===== src/rtl/control_sequencer_if.sv =====
// Control-sequencer signal bundle: stepping inputs plus the decoded control word.
interface control_sequencer_if;
  logic        step_en;
  logic [3:0]  opcode;
  logic        flag_c;
  logic        flag_z;
  logic [15:0] ctrl;
  logic [2:0]  step;
  logic        halted;

  // Driver side: supplies enable, instruction and flags; observes the control word.
  modport master (
    output step_en, opcode, flag_c, flag_z,
    input  ctrl, step, halted
  );

  // Sequencer side.
  modport slave (
    input  step_en, opcode, flag_c, flag_z,
    output ctrl, step, halted
  );
endinterface


===== src/rtl/control_sequencer.sv =====
// Microcode sequencer for the 8-bit CPU: walks T-states and decodes
// opcode/step/flags into the 16-bit register and bus control word.
module control_sequencer #(
  parameter int STEPS     = 5,
  parameter bit EARLY_END = 1'b1
) (
  input logic clk,
  input logic rst,
  control_sequencer_if.slave bus
);

  localparam logic [15:0] C_HLT = 16'h8000;
  localparam logic [15:0] C_MI  = 16'h4000;
  localparam logic [15:0] C_RI  = 16'h2000;
  localparam logic [15:0] C_RO  = 16'h1000;
  localparam logic [15:0] C_IO  = 16'h0800;
  localparam logic [15:0] C_II  = 16'h0400;
  localparam logic [15:0] C_AI  = 16'h0200;
  localparam logic [15:0] C_AO  = 16'h0100;
  localparam logic [15:0] C_EO  = 16'h0080;
  localparam logic [15:0] C_SU  = 16'h0040;
  localparam logic [15:0] C_BI  = 16'h0020;
  localparam logic [15:0] C_OI  = 16'h0010;
  localparam logic [15:0] C_CE  = 16'h0008;
  localparam logic [15:0] C_CO  = 16'h0004;
  localparam logic [15:0] C_J   = 16'h0002;
  localparam logic [15:0] C_FI  = 16'h0001;

  localparam logic [2:0] LAST = 3'(STEPS - 1);

  logic [2:0]  step_q, step_n;
  logic        halted_q, halted_n;
  logic [15:0] word;

  // Microcode decode: fetch in T0/T1, per-opcode execute from T2 on.
  always_comb begin
    word = '0;
    case (step_q)
      3'd0: word = C_CO | C_MI;
      3'd1: word = C_RO | C_II | C_CE;
      3'd2: begin
        case (bus.opcode)
          4'd1, 4'd2,
          4'd3, 4'd4: word = C_IO | C_MI;
          4'd5:       word = C_IO | C_AI;
          4'd6:       word = C_IO | C_J;
          4'd7:       word = bus.flag_c ? (C_IO | C_J) : 16'h0000;
          4'd8:       word = bus.flag_z ? (C_IO | C_J) : 16'h0000;
          4'd14:      word = C_AO | C_OI;
          4'd15:      word = C_HLT;
          default:    word = '0;
        endcase
      end
      3'd3: begin
        case (bus.opcode)
          4'd1:       word = C_RO | C_AI;
          4'd2, 4'd3: word = C_RO | C_BI;
          4'd4:       word = C_AO | C_RI;
          default:    word = '0;
        endcase
      end
      3'd4: begin
        case (bus.opcode)
          4'd2:    word = C_EO | C_AI | C_FI;
          4'd3:    word = C_EO | C_AI | C_SU | C_FI;
          default: word = '0;
        endcase
      end
      default: word = '0;
    endcase
  end

  // Step advance: HLT latches halted, empty steps end the instruction early,
  // otherwise count up and wrap at the last T-state.
  always_comb begin
    step_n   = step_q;
    halted_n = halted_q;
    if (bus.step_en && !halted_q) begin
      if (word[15]) begin
        halted_n = 1'b1;
        step_n   = 3'd0;
      end else if (step_q == LAST || (EARLY_END && step_q >= 3'd2 && word == 16'h0000)) begin
        step_n = 3'd0;
      end else begin
        step_n = step_q + 3'd1;
      end
    end
  end

  // State register; reset abandons any instruction in flight.
  always_ff @(posedge clk or posedge rst) begin
    if (rst) begin
      step_q   <= 3'd0;
      halted_q <= 1'b0;
    end else begin
      step_q   <= step_n;
      halted_q <= halted_n;
    end
  end

  // Reset forces an idle word; a halted CPU only shows HLT.
  always_comb begin
    if (rst)           bus.ctrl = 16'h0000;
    else if (halted_q) bus.ctrl = C_HLT;
    else               bus.ctrl = word;
  end

  assign bus.step   = step_q;
  assign bus.halted = halted_q;

endmodule

===== src/flat_wrapper.sv =====
// flat-port wrapper written by rule: the top's interface ports become plain ports
module control_sequencer_flat 
#(
  parameter int STEPS     = 5,
  parameter bit EARLY_END = 1'b1
)
  (clk, rst, bus_step_en, bus_opcode, bus_flag_c, bus_flag_z, bus_ctrl, bus_step, bus_halted);
  control_sequencer_if bus_i ();
  input logic clk;
  input logic rst;
  input wire logic [$bits(bus_i.step_en)-1:0] bus_step_en;
  input wire logic [$bits(bus_i.opcode)-1:0] bus_opcode;
  input wire logic [$bits(bus_i.flag_c)-1:0] bus_flag_c;
  input wire logic [$bits(bus_i.flag_z)-1:0] bus_flag_z;
  output wire logic [$bits(bus_i.ctrl)-1:0] bus_ctrl;
  output wire logic [$bits(bus_i.step)-1:0] bus_step;
  output wire logic [$bits(bus_i.halted)-1:0] bus_halted;
  assign bus_i.step_en = bus_step_en;
  assign bus_i.opcode = bus_opcode;
  assign bus_i.flag_c = bus_flag_c;
  assign bus_i.flag_z = bus_flag_z;
  assign bus_ctrl = bus_i.ctrl;
  assign bus_step = bus_i.step;
  assign bus_halted = bus_i.halted;
  control_sequencer #(.STEPS(STEPS), .EARLY_END(EARLY_END)) u_core (.clk(clk), .rst(rst), .bus(bus_i));
endmodule

===== config.mk =====
export PLATFORM = sky130hd
export DESIGN_NAME = control_sequencer_flat
export DESIGN_NICKNAME = d
export VERILOG_FILES = /design/src/rtl/control_sequencer_if.sv /design/src/rtl/control_sequencer.sv /design/src/flat_wrapper.sv
export SDC_FILE = /design/constraint.sdc
export NUM_CORES = 1
export LEC_CHECK = 0
export CORE_MARGIN = 2
export CORE_UTILIZATION = 35
export DETAILED_ROUTE_END_ITERATION = 8
export PLACE_DENSITY = 0.67
export SETUP_SLACK_MARGIN = 0.15
export SYNTH_ARGS = -nofsm -noshare
export SYNTH_HDL_FRONTEND = slang
export SYNTH_SLANG_ARGS = --single-unit

===== constraint.sdc =====
create_clock -name clk -period 2.4 [get_ports clk]
set_input_delay 0.6 -clock clk [delete_from_list [all_inputs] [get_ports clk]]
set_output_delay 0.6 -clock clk [all_outputs]
set_load 0.1 [all_outputs]

==> metrics.md <==
| Metric | Value |
|---|---|
| Routed Antenna Nets | `0` |
| Post-synthesis register bit count | `4` |
| Slew Limit Fails | `0` |
| Setup ws final | `-0.193 ns` |
| DRT Pass-1 Iters | `4` |
| Htree depth | `1` |
| Chip width | `approximately 47 um` |
| Power Total | `~1.7 mW` |
| Number of synthesized flops with an enable pin | `0` |
| Synth Instances | `between 90 and 100` |
| Hold Fails Final Rpt | `0` |
| Max Buffers Root-to-Sink | `2` |
| Mean Syn Cell Area | `roughly 7.0 sq um` |
| Synth warnings | `0` |
| Synth-to-layout area growth | `145%` |
| First-pass GRT wire length | `4.52 mm` |
| I/O Pins | `29` |
| Non-Filler Instances | `between 150 and 200` |
| CP Capture Type | `output port` |
| Startpoint types | `flop` |
| Largest net degree at the start of global routing | `11` |
| Critical R2R Capture | `u_core.bus.step[2]$_DFFE_PP0P_` |
| R2R depth | `9` |
| Sequential-to-total area share from yosys stat | `approximately 15%` |
| Ys flop type | `dfrtp_1` |
| Post-route cell area | `between 1500 and 2000 sq um` |
| Arrival time worst endpoint | `1.99 ns` |
| DP Cell Count | `165` |
| Number of max-cap violations | `0` |
| Final WL | `between 2 and 3 mm` |
| Crit-path cells | `inv_4 > ha_4 > nor2b_4 > mux2i_2 > or3b_4 > a21oi_4 > buf_12` |
| Tcrit/Tclk final | `108%` |
| Via count | `985` |
| All-layer global routing usage | `28.4%` |
| Clk sinks | `4` |
| WL/cell | `between 15 and 20 um` |
| First DRT Iteration DRCs | `33` |
| RSZ-0062 raised after global routing | `true` |
| Initial core utilization | `37.9%` |
| Cts hold-fix bufs | `0` |
| WS Path Type | `flop to output port` |
| Violated checks | `setup timing` |
| CP max stage cell | `dfrtp_4` |
| R2R Path Start | `u_core.bus.step[0]$_DFFE_PP0P_` |
| Worst-Skew Late Latency | `~0.24 ns` |
| Port Buffer Count | `28` |
| Slew Limit Headroom | `between 70% and 80%` |
| Hpwl dp | `~1.7 mm` |
| FP Rows | `15` |
| CTS Buf Count | `3` |
| Maximum VDD drop | `roughly 0.0012 V` |
| Diodes inserted | `0` |
| Worst R2R Setup Slack | `just under 0.3 ns` |
| Vias in the first global route | `961` |
| Initial antenna violation count | `0` |
| Remaining global-route overflow | `0` |
| Final setup vio count | `9` |
| Nets | `approximately 170` |
| Final min period | `roughly 2.6 ns` |
| CTS tree | `done` |
| Pwr dens | `between 1000 and 1500 nW/um^2` |
| Core region area | `approximately 1700 sq um` |
| Clock-pin transition on the worst setup and hold timing paths | `~0.040 ns` |
| Data required, critical path | `about 1.8 ns` |
| Fmax | `386 MHz` |
| Die ar. | `roughly 2300 sq um` |
| DP Area | `approximately 1500 sq um` |
| Root Buffer | `clkbuf_4` |
| Critical path fanouts, max | `4` |
| Post-Syn Nets | `between 100 and 150` |
| Clock Skews | `approximately 0.0054 ns` |
| Mapped cell area | `between 600 and 700 sq um` |
| Cell variety after synth | `38` |
| Layout cells sized above 1 | `a little over two thirds` |
| Via/cell ratio | `approximately 5.7` |
| Global placement routability congestion | `about 0.84` |
| Outcome | `finished with violations` |
| Worst hold path type | `input port to async pin` |
| LEAKAGE | `0.655 nW` |
| Max incr delay on CP | `0.50 ns` |
| Die H | `between 40 and 50 um` |
| Drt drc | `0` |
| Actual slew at the worst max-slew pin | `about 0.36 ns` |
| Fraction of registers with async set/reset | `between 90% and 100%` |
[synth_stat cells, types with 2 or more instances]
cell / count / area [sq um]
nor3_1: 2 / 10.0
buf_4: 2 / 15.0
and2_1: 2 / 12.5
inv_1: 6 / 22.5
mux2i_1: 2 / 20.0
a21oi_1: 5 / 25.0
nand2_1: 8 / 30.0
nor2_1: 14 / 52.6
nand3b_1: 2 / 15.0
nor3b_1: 4 / 30.0
ha_1: 5 / 62.6
o21ai_0: 4 / 20.0
buf_2: 3 / 15.0
nor2b_1: 3 / 18.8
nand3_1: 2 / 10.0
dfrtp_1: 4 / 100
and3_1: 3 / 18.8
nand4_1: 3 / 18.8
[worst max path at each step]
stage                                              start     endpoint  slack, ns
after detailed placement                   bus_opcode[3]  bus_ctrl[1]      -0.38
after CTS                 u_core.bus.step[0]$_DFFE_PP0P_  bus_ctrl[9]      -0.17
after floorplan           u_core.bus.step[0]$_DFFE_PP0P_  bus_ctrl[9]      -0.39
after global placement                     bus_opcode[3]  bus_ctrl[1]      -0.37
after global routing      u_core.bus.step[1]$_DFFE_PP0P_  bus_ctrl[8]      -0.24
final                     u_core.bus.step[0]$_DFFE_PP0P_  bus_ctrl[9]      -0.19
[metrics by stage]
| step | worst slack (ns) | TNS [ns] | hold slack (ns) | utilization (%) |
|---|---|---|---|---|
| floorplan | -0.391 | -2.08 | 0.366 | - |
| global placement | -0.368 | -4.51 | 0.538 | 83.2 |
| detailed placement | -0.382 | -4.72 | 0.543 | 83.2 |
| CTS | -0.168 | -0.602 | 0.531 | 92.0 |
| global route | -0.245 | -1.54 | 0.559 | 92.8 |
| finish | -0.193 | -0.972 | 0.540 | 92.8 |
[sequential cells by signal, indices dropped and copies added (netlist names)]
name               cells
u_core.bus.halted      1
u_core.bus.step        3
[metal layers]
metal | GRT usage [%] | share of wire, %
met5 | 0 | 0
met4 | 7.22 | 1.5
met3 | 4.91 | 4.8
met2 | 48.4 | 51
met1 | 36.9 | 43
[cells by family (layout without fill, tap and decap cells)]
group / count (synthesis) / in the layout / share of synthesized area [%]
AOI/OAI and AO/OA: 20 / 20 / 21.4
adders and majority gates: 5 / 5 / 9.45
buffers and inverters: 13 / 68 / 10.2
DFF: 4 / 4 / 15.1
muxes: 2 / 2 / 3.02
and+or+nand+nor: 50 / 50 / 40.8
[layout by cell type, fill, tap and decap left out, types with 2 or more instances in the layout]
| cell | count |
|---|---|
| or3_4 | 2 |
| dlygate4sd2_1 | 3 |
| nand2_2 | 2 |
| nand2_1 | 6 |
| nand3b_1 | 2 |
| buf_4 | 29 |
| inv_2 | 2 |
| nor3b_4 | 2 |
| ha_4 | 4 |
| a21oi_1 | 2 |
| nand4_1 | 3 |
| dfrtp_4 | 3 |
| buf_2 | 4 |
| and2_4 | 2 |
| buf_12 | 17 |
| clkbuf_4 | 3 |
| buf_6 | 5 |
| nor2_4 | 6 |
| nor2_1 | 7 |
| a21oi_4 | 4 |
| and3_1 | 2 |
| inv_1 | 3 |
| nor2b_4 | 2 |
| o21ai_1 | 3 |
[repair_timing]
item                                    CTS  global route
endpoints found under the setup margin   19            16
pin swaps                                 9             3
gates resized for setup                  49             4
buffers inserted                          4             1
gates cloned                              1             0
[critical path, delay by kind of cell (launching register included)]
| kind | cells | cell delay, ns |
|---|---|---|
| AOI/OAI and AO/OA | 1 | 0.15 |
| adders and majority gates | 1 | 0.15 |
| buffers and inverters | 2 | 0.28 |
| DFF | 1 | 0.50 |
| muxes | 1 | 0.10 |
| and+or+nand+nor | 2 | 0.57 |
[layout make-up]
cell class | count | area, sq um
inverters | 6 | 25.0
multi-input cells | 77 | 757
well taps | 25 | 31.3
repair buffers | 59 | 671
fillers | 64 | 126
clock buffers | 3 | 22.5
flip-flops and latches | 4 | 113
[where the power goes]
group	internal [mW]	switching, mW
combinational	0.556	0.850
sequential	0.108	0.0545
clock	0.0559	0.0279
No activity file was read; power rests on OpenSTA's default activity.
